[src/rtl/temp_sample_scheduler.sv]
// Periodic TC77 sample sequencer: issues one-cycle load requests, guards each transfer with a
// timeout, averages the last four valid readings and derives hot/cold status with hysteresis.
module temp_sample_scheduler #(
    parameter int unsigned        PERIOD      = 4_800_000,
    parameter int unsigned        TIMEOUT     = 255,
    parameter logic signed [12:0] HOT_TH      = 13'sd800,
    parameter logic signed [12:0] COLD_TH     = 13'sd160,
    parameter logic [12:0]        HYST        = 13'd32,
    parameter int unsigned        FAULT_LIMIT = 3
) (
    input  logic        MCLK,
    input  logic        RST,
    input  logic        ENABLE,
    output logic        nLOAD,
    input  logic        nCOMPLETE,
    input  logic [13:0] TEMPDATA,
    output logic [12:0] TEMP_AVG,
    output logic        TEMP_VALID,
    output logic        DATA_STROBE,
    output logic        TEMP_HOT,
    output logic        TEMP_COLD,
    output logic        SENSOR_FAULT
);

    localparam int unsigned PCNT_W = $clog2(PERIOD + 1);
    localparam int unsigned TCNT_W = (TIMEOUT > 1) ? $clog2(TIMEOUT + 1) : 1;

    localparam logic [PCNT_W-1:0]  PERIOD_LAST = PCNT_W'(PERIOD - 1);
    localparam logic [PCNT_W-1:0]  PCNT_MAX    = '1;
    localparam logic [TCNT_W-1:0]  TIMEOUT_LD  = TCNT_W'(TIMEOUT);
    localparam logic signed [14:0] HOT_SET     = 15'(HOT_TH);
    localparam logic signed [14:0] HOT_CLR     = 15'(HOT_TH) - $signed({2'b00, HYST});
    localparam logic signed [14:0] COLD_SET    = 15'(COLD_TH);
    localparam logic signed [14:0] COLD_CLR    = 15'(COLD_TH) + $signed({2'b00, HYST});

    typedef enum logic [2:0] {
        StIdle,
        StWaitTick,
        StRequest,
        StWaitDone,
        StEval,
        StUpdate
    } state_e;

    state_e             r_state;
    logic [PCNT_W-1:0]  r_pcnt;
    logic [TCNT_W-1:0]  r_tcnt;
    logic [13:0]        r_sample;
    logic [1:0]         r_fail;
    logic [3:0][12:0]   r_win;
    logic signed [14:0] r_sum;
    logic [2:0]         r_fill;
    logic               r_nload;
    logic [12:0]        r_avg;
    logic               r_valid;
    logic               r_strobe;
    logic               r_hot;
    logic               r_cold;
    logic               r_fault;

    state_e             w_state_nxt;
    logic [PCNT_W-1:0]  w_pcnt_nxt;
    logic [TCNT_W-1:0]  w_tcnt_nxt;
    logic [13:0]        w_sample_nxt;
    logic [1:0]         w_fail_nxt;
    logic [3:0][12:0]   w_win_nxt;
    logic signed [14:0] w_sum_nxt;
    logic [2:0]         w_fill_nxt;
    logic               w_nload_nxt;
    logic [12:0]        w_avg_nxt;
    logic               w_valid_nxt;
    logic               w_strobe_nxt;
    logic               w_hot_nxt;
    logic               w_cold_nxt;
    logic               w_fault_nxt;
    logic               w_fail_rec;
    logic signed [14:0] w_avg15;

    always_comb begin
        w_state_nxt  = r_state;
        w_pcnt_nxt   = (r_pcnt == PCNT_MAX) ? r_pcnt : r_pcnt + 1'b1;
        w_tcnt_nxt   = r_tcnt;
        w_sample_nxt = r_sample;
        w_fail_nxt   = r_fail;
        w_win_nxt    = r_win;
        w_sum_nxt    = r_sum;
        w_fill_nxt   = r_fill;
        w_nload_nxt  = 1'b1;
        w_avg_nxt    = r_avg;
        w_valid_nxt  = r_valid;
        w_strobe_nxt = 1'b0;
        w_hot_nxt    = r_hot;
        w_cold_nxt   = r_cold;
        w_fault_nxt  = r_fault;
        w_fail_rec   = 1'b0;
        w_avg15      = '0;

        unique case (r_state)
            StIdle: begin
                w_pcnt_nxt = '0;
                if (ENABLE) begin
                    w_state_nxt = StWaitTick;
                end
            end
            StWaitTick: begin
                // A zero count only occurs straight out of IDLE: request immediately.
                if (!ENABLE) begin
                    w_state_nxt = StIdle;
                end else if ((r_pcnt == '0) || (r_pcnt >= PERIOD_LAST)) begin
                    w_state_nxt = StRequest;
                end
            end
            StRequest: begin
                w_nload_nxt = 1'b0;
                w_pcnt_nxt  = PCNT_W'(1);
                w_tcnt_nxt  = TIMEOUT_LD;
                w_state_nxt = StWaitDone;
            end
            StWaitDone: begin
                // Completion in the same cycle the timer reaches zero still counts.
                if (!nCOMPLETE) begin
                    w_sample_nxt = TEMPDATA;
                    w_state_nxt  = StEval;
                end else if (r_tcnt == '0) begin
                    w_fail_rec  = 1'b1;
                    w_state_nxt = StWaitTick;
                end else begin
                    w_tcnt_nxt = r_tcnt - 1'b1;
                end
            end
            StEval: begin
                if (!r_sample[0]) begin
                    w_fail_rec  = 1'b1;
                    w_state_nxt = StWaitTick;
                end else begin
                    w_fail_nxt  = '0;
                    w_state_nxt = StUpdate;
                end
            end
            StUpdate: begin
                // r_win[0] is the newest sample, r_win[3] the one falling out of the window.
                w_win_nxt  = {r_win[2:0], r_sample[13:1]};
                w_sum_nxt  = r_sum + 15'($signed(r_sample[13:1])) - 15'($signed(r_win[3]));
                w_fill_nxt = (r_fill == 3'd4) ? r_fill : r_fill + 1'b1;
                if (w_fill_nxt == 3'd4) begin
                    w_avg15      = w_sum_nxt >>> 2;
                    w_avg_nxt    = w_avg15[12:0];
                    w_valid_nxt  = 1'b1;
                    w_strobe_nxt = 1'b1;
                    w_hot_nxt    = r_hot ? !(w_avg15 < HOT_CLR) : (w_avg15 >= HOT_SET);
                    w_cold_nxt   = r_cold ? !(w_avg15 > COLD_CLR) : (w_avg15 <= COLD_SET);
                end
                w_state_nxt = ENABLE ? StWaitTick : StIdle;
            end
            default: begin
                w_state_nxt = StIdle;
            end
        endcase

        // Reaching the fault limit flushes the window; TEMP_AVG holds until it refills.
        if (w_fail_rec) begin
            w_fail_nxt = (r_fail == 2'd3) ? r_fail : r_fail + 1'b1;
            if (32'(w_fail_nxt) >= FAULT_LIMIT) begin
                w_fault_nxt = 1'b1;
                w_win_nxt   = '0;
                w_sum_nxt   = '0;
                w_fill_nxt  = '0;
            end
        end
    end

    always_ff @(posedge MCLK) begin
        if (RST) begin
            r_state  <= StIdle;
            r_pcnt   <= '0;
            r_tcnt   <= '0;
            r_sample <= '0;
            r_fail   <= '0;
            r_win    <= '0;
            r_sum    <= '0;
            r_fill   <= '0;
            r_nload  <= 1'b1;
            r_avg    <= '0;
            r_valid  <= 1'b0;
            r_strobe <= 1'b0;
            r_hot    <= 1'b0;
            r_cold   <= 1'b0;
            r_fault  <= 1'b0;
        end else begin
            r_state  <= w_state_nxt;
            r_pcnt   <= w_pcnt_nxt;
            r_tcnt   <= w_tcnt_nxt;
            r_sample <= w_sample_nxt;
            r_fail   <= w_fail_nxt;
            r_win    <= w_win_nxt;
            r_sum    <= w_sum_nxt;
            r_fill   <= w_fill_nxt;
            r_nload  <= w_nload_nxt;
            r_avg    <= w_avg_nxt;
            r_valid  <= w_valid_nxt;
            r_strobe <= w_strobe_nxt;
            r_hot    <= w_hot_nxt;
            r_cold   <= w_cold_nxt;
            r_fault  <= w_fault_nxt;
        end
    end

    assign nLOAD        = r_nload;
    assign TEMP_AVG     = r_avg;
    assign TEMP_VALID   = r_valid;
    assign DATA_STROBE  = r_strobe;
    assign TEMP_HOT     = r_hot;
    assign TEMP_COLD    = r_cold;
    assign SENSOR_FAULT = r_fault;

endmodule
[config.mk]
export PLATFORM = sky130hd
export DESIGN_NAME = temp_sample_scheduler
export DESIGN_NICKNAME = d
export VERILOG_FILES = /design/src/rtl/temp_sample_scheduler.sv
export SDC_FILE = /design/constraint.sdc
export NUM_CORES = 1
export LEC_CHECK = 0
export CORE_MARGIN = 5
export CORE_UTILIZATION = 64
export DETAILED_ROUTE_END_ITERATION = 10
export PLACE_DENSITY = 0.85
export SLEW_MARGIN = 20
export SYNTH_ARGS = -nofsm -noshare
export SYNTH_HDL_FRONTEND = slang
export SYNTH_SLANG_ARGS = --single-unit
[constraint.sdc]
create_clock -name MCLK -period 8.6 [get_ports MCLK]
set_input_delay 1.72 -clock MCLK [delete_from_list [all_inputs] [get_ports MCLK]]
set_output_delay 1.72 -clock MCLK [all_outputs]
set_load 0.05 [all_outputs]
Word level (Yosys, flattened, before mapping)
Index checks and enable logic that the tools add are counted.
{ "word_totals": {"regBits": 139, "input_bits": 18, "out_inout_bits": 19, "elab_cells": 98} }
{ "classes": {"addsub": 6, "order_cmp": 6, "eq_ne": 15, "n_mux": 35, "n_bitwise": 2, "n_reduce_logical": 16} }
{ "ops": {"columns": ["op", "count"], "rows": [
  ["two-way mux 52 bit", 3],
  ["case mux 23 bit (2 select lines)", 1],
  ["two-way mux 15 bit", 3],
  ["two-way mux 3 bit", 10],
  ["adder 23 x 1 -> 23 bit, second input constant", 1],
  ["== test 23 bit, second input constant", 1],
  [">= comparator 23 bit, second input constant", 1],
  ["logical NOT 23 bit", 1],
  ["two-way mux 23 bit", 1],
  ["case mux 3 bit (6 select lines)", 1],
  ["two-way mux 8 bit", 2],
  ["case mux 8 bit (2 select lines)", 1],
  ["adder 15 x 13 -> 15 bit", 1],
  ["subtractor 15 x 13 -> 15 bit", 1],
  [">= comparator 13 x 11 -> 1 bit, second input constant", 1],
  ["> comparator 13 x 9 -> 1 bit, second input constant", 1],
  ["<= comparator 13 x 9 -> 1 bit, second input constant", 1],
  ["< comparator 13 x 11 -> 1 bit, second input constant", 1],
  ["== test 3 bit, second input constant", 4],
  ["logical NOT 8 bit", 1],
  ["two-way mux 1 bit", 8],
  ["two-way mux 2 bit", 4],
  ["AND reduction 2 bit", 4],
  ["subtractor 8 x 1 -> 8 bit, second input constant", 1],
  ["other kinds (17)", 26]
]} }

Logic depth before layout (Yosys ltp)
{ "depth": {"word_depth": 6, "depth_mapped": 13, "depth_no_buf": 13} }

Worst setup path after synthesis
OpenSTA, ideal clock, no wires.
{ "synth_timing": {"path_kind": "reg-to-reg", "startpoint": "register r_sample[2]", "endpoint": "register r_cold (netlist: TEMP_COLD)", "setup_ns": 0.059, "arrival_time_ns": 3.205, "t_required_ns": 8.541, "setup_slack_ns": 5.336, "path_stages_with_launch": 13, "n_path_buf": 0, "synth_period_minus_slack_ns": 3.264, "path_cell_list": "dfxtp_1 inv_1 fa_1 inv_1 fa_1 a211oi_2 o21bai_1 a21oi_2 xnor2_1 or4_4 o2111a_1 a2111oi_2 o22a_1"} }
{ "synth_via": {"elab_chain_cells": 5, "word_cells_on_any_way": 6, "classes_between": "add/sub: 2; order compare: 2; mux: 1; reduce/logical: 1"} }
{ "synth_rtl": {"columns": ["item", "line", "rtl"], "rows": [
  ["start, declared", "48", "logic [13:0] r_sample;"],
  ["start signal, assigned", "193", "r_sample <= w_sample_nxt;"],
  ["adder 15 x 13 -> 15 bit *", "143", "w_sum_nxt = r_sum + 15'($signed(r_sample[13:1])) - 15'($signed(r_win[3]));"],
  ["subtractor 15 x 13 -> 15 bit *", "143", null],
  ["> comparator 13 x 9 -> 1 bit", "151", "w_cold_nxt = r_cold ? !(w_avg15 > COLD_CLR) : (w_avg15 <= COLD_SET);"],
  ["logical NOT 1 bit", "151", null],
  ["two-way mux 1 bit *", "151", null],
  ["end signal, assigned", "203", "r_cold <= w_cold_nxt;"],
  ["end, declared", "58", "logic r_cold;"]
]} }
Mark *: on every way between the ends. The rest lies on a longest branch, timed or not.
A chain may end at the register's enable or synchronous reset.

Final worst setup path
{ "layout_timing": {"startpoint": "register r_sample[4]", "endpoint": "register r_cold (netlist: TEMP_COLD)"} }
The elaborated chain is that of the path after synthesis.

==> impl_metrics.ini <==
[run_status]
status = finished, final reports clean

[drt]
routed-wl-met3_um = 769
wl_met2_mm = 7.02
drtPass1Iterations = 7
drt_iter0_markers = 616
wl_met1_mm = 6.30
topRoutingLayerUsed = met4
via_per_inst = 5.69
postRouteAntennaNets = 0
wire_per_inst_um = 14.5
routed_wl_mm = 14.5
drc = 0
vias = 5687

[grt]
antenna_found_initial = 0
grtUsageTotal = 0.237
grt_pass1_wl_mm = 24.6
grt_max_degree = 71
grt-ovfl-total = 0
grt_pass1_vias = 5364

[setup_path]
crit_path_max_incr_delay_ns = 0.90
cp-end-kind = flop
cp.arrival_ns = 4.18
rr_worst_depth = 12
setup.worst_path.start = r_sample[4]$_SDFFE_PP0P_
path_cells = inv_1 -> fa_1 -> inv_1 -> ha_1 -> a21o_1 -> a21oi_1 -> a21o_1 -> a211oi_1 -> a311oi_1 -> o2111a_1 -> a2111oi_2 -> o22a_1
worstReg2RegStart = r_sample[4]$_SDFFE_PP0P_
path_class = reg -> reg
critPathLaunchType = flop
required_ns = 9.02
r2r_slack_ns = 4.84
worstPathMaxFanout = 5
critical-path-slowest-cell = a311oi_1

[logic_synthesis]
async_reset_ff_frac = 0
synth-warning-count = 0
synth_most_common_cell = nand2_1
ys_ff_latch = 139
synth-main-ff-cell = dfxtp_1
synth_commonest_cells = nand2_1 (179), dfxtp_1 (139), a21oi_1 (108)
yosys.area.top_type_share = 0.417
synth-seq-area-share = 0.417
syn_area_sq_um = 6680
syn_inst = 828
synth_edf_count = 0
yosys.area.top_type = dfxtp_1
ys_types = 57
syn-num-nets = 882
avgSynthCellArea_sq_um = 8.06
yosys-top-cells-area = dfxtp_1 (42%), nand2_1 (10%), a21oi_1 (8.1%)

[clock_network]
cts_buffers = 17
clock_path_buffers = 2
htree_levels = 4
cts_tree = built
clock-root-buffer = clkbuf_8
clk_latency_ns = 0.53
path_clk_slew_ns = 0.06
cts_sinks = 139
hold_buffers = 0
post_cts_buffers = 0
cts.repair.resized = 0

[final_layout]
post-route-cell-area_sq_um = 7730
regArea_sq_um = 2780
final_nets = 905
drive_gt1_frac = 0.0660
finalNonFillerCells = 1000
multi_input_area_sq_um = 3480
fillers = 772
diodes = 0
synthToLayoutAreaGrowth_pct = 15.9

[floorplanning]
std_cell_rows = 37
fp.dieArea_sq_um = 12600
pin_count = 37
die_w_um = 112
dieHeight_um = 112
core_area_sq_um = 10200
start_util = 0.653

[sta]
tns_ns = 0
grt_setup_unrepaired = false
finalWorstPathRequiredPeriod_ns = 3.76
fin_worst_skew_ns = 0.00578
max_slew_margin = 0.253
fmax_mhz = 266
finalSetupViolCount = 0
slew_viol_final = 0
hold_violations = 0
timing.hold.ws_ns = 0.449
worst_pin_slew_ns = 1.11
period_share = 0.437

[pwr]
powerDensity_nw_per_um2 = 199
totalPowerFinal_mw = 1.54
p_leak_nw = 2.82
peakVddDrop_uv = 174

[run]
cap_violations = 0

[placed_design]
dpl.cell_count = 968
placed_area_sq_um = 7110
hpwl_mm = 9.66
portBuffers = 36
gp_congestion = 0.915

[worst_hold_path]
min_from = r_win[23]$_SDFF_PP0_
min_path_cells = 2
hold_class = reg -> reg
[cell type report]
class	instances	share of cell area
timing repair buffer	42	0.0524
clock buffer	21	0.0594
tap	136	0.0220
clock inverter	11	0.0215
sequential	139	0.360
inverter	71	0.0345
multi-input combinational	580	0.451
[critical path, delay by kind of cell, from the launching register on]
| family | cells | cell delay (ns) |
|---|---|---|
| fa+ha+maj | 2 | 0.89 |
| flops | 1 | 0.40 |
| compound gates | 8 | 2.23 |
| buf+inv | 2 | 0.12 |
[final timing paths]
check / to
setup reg to reg: TEMP_COLD$_SDFFE_PP0P_
hold reg to reg: r_win[36]$_SDFF_PP0_
setup / recovery: TEMP_COLD$_SDFFE_PP0P_
hold / removal: r_win[36]$_SDFF_PP0_
[metal layers]
metal  vias up  global-route usage
met4         0               0.104
met5         -                   0
met3        39              0.0690
met2       156               0.388
li1       2802                   -
met1      2690               0.292
[stage by stage]
| step | util | worst slack [ns] |
|---|---|---|
| 6_report | 0.756 | 4.84 |
| 5_1_grt | 0.756 | 4.72 |
| 4_1_cts | 0.756 | 4.92 |
| 3_5_place_dp | 0.695 | 4.59 |
| 3_3_place_gp | 0.695 | 4.70 |
| 2_1_floorplan | - | 5.34 |
[flip-flops by register name, indices dropped and copies added, names as in the netlist]
register and count:
r_fail 2, r_tcnt 8, TEMP_COLD 1, r_win 52
TEMP_AVG 13, r_pcnt 23, r_state 3, r_fill 3
SENSOR_FAULT 1, r_sample 14, DATA_STROBE 1, TEMP_HOT 1
r_sum 15, nLOAD 1, TEMP_VALID 1
[cell usage in the layout (no fill, tap or decap), types with 5 or more instances in the layout]
cell type | Yosys | layout
a211oi_1 | 7 | 7
a21o_1 | 5 | 5
a21oi_1 | 108 | 108
and3_1 | 6 | 6
buf_4 | 0 | 6
clkbuf_16 | 0 | 16
clkdlybuf4s50_1 | 0 | 36
dfxtp_1 | 139 | 139
fa_1 | 14 | 14
ha_1 | 22 | 22
inv_1 | 71 | 71
mux2i_1 | 13 | 13
nand2_1 | 179 | 179
nand3_1 | 20 | 20
nand4_1 | 5 | 5
nor2_1 | 57 | 57
nor2b_1 | 5 | 5
nor3_1 | 13 | 13
nor4_1 | 7 | 7
o21ai_0 | 12 | 12
or3_1 | 7 | 7
xnor2_1 | 17 | 17
xor2_1 | 19 | 19
[cells by family after synthesis]
| group | synth area share |
|---|---|
| adder cells (fa/ha/maj) | 0.0832 |
| XOR/XNOR | 0.0472 |
| multiplexers | 0.0212 |
| buffers and inverters | 0.0628 |
| AO/OA/AOI/OAI | 0.147 |
| AND/OR/NAND/NOR | 0.221 |
| flip-flops | 0.417 |
[power by group]
| group | switching, mW | total [mW] | internal, mW | leakage, nW |
|---|---|---|---|---|
| registers | 0.00841 | 0.660 | 0.651 | 1.12 |
| clock network | 0.269 | 0.762 | 0.493 | 0.300 |
| logic | 0.0659 | 0.114 | 0.0485 | 1.40 |
| total | 0.343 | 1.54 | 1.19 | 2.82 |
Power figures use the tool's default switching activity.
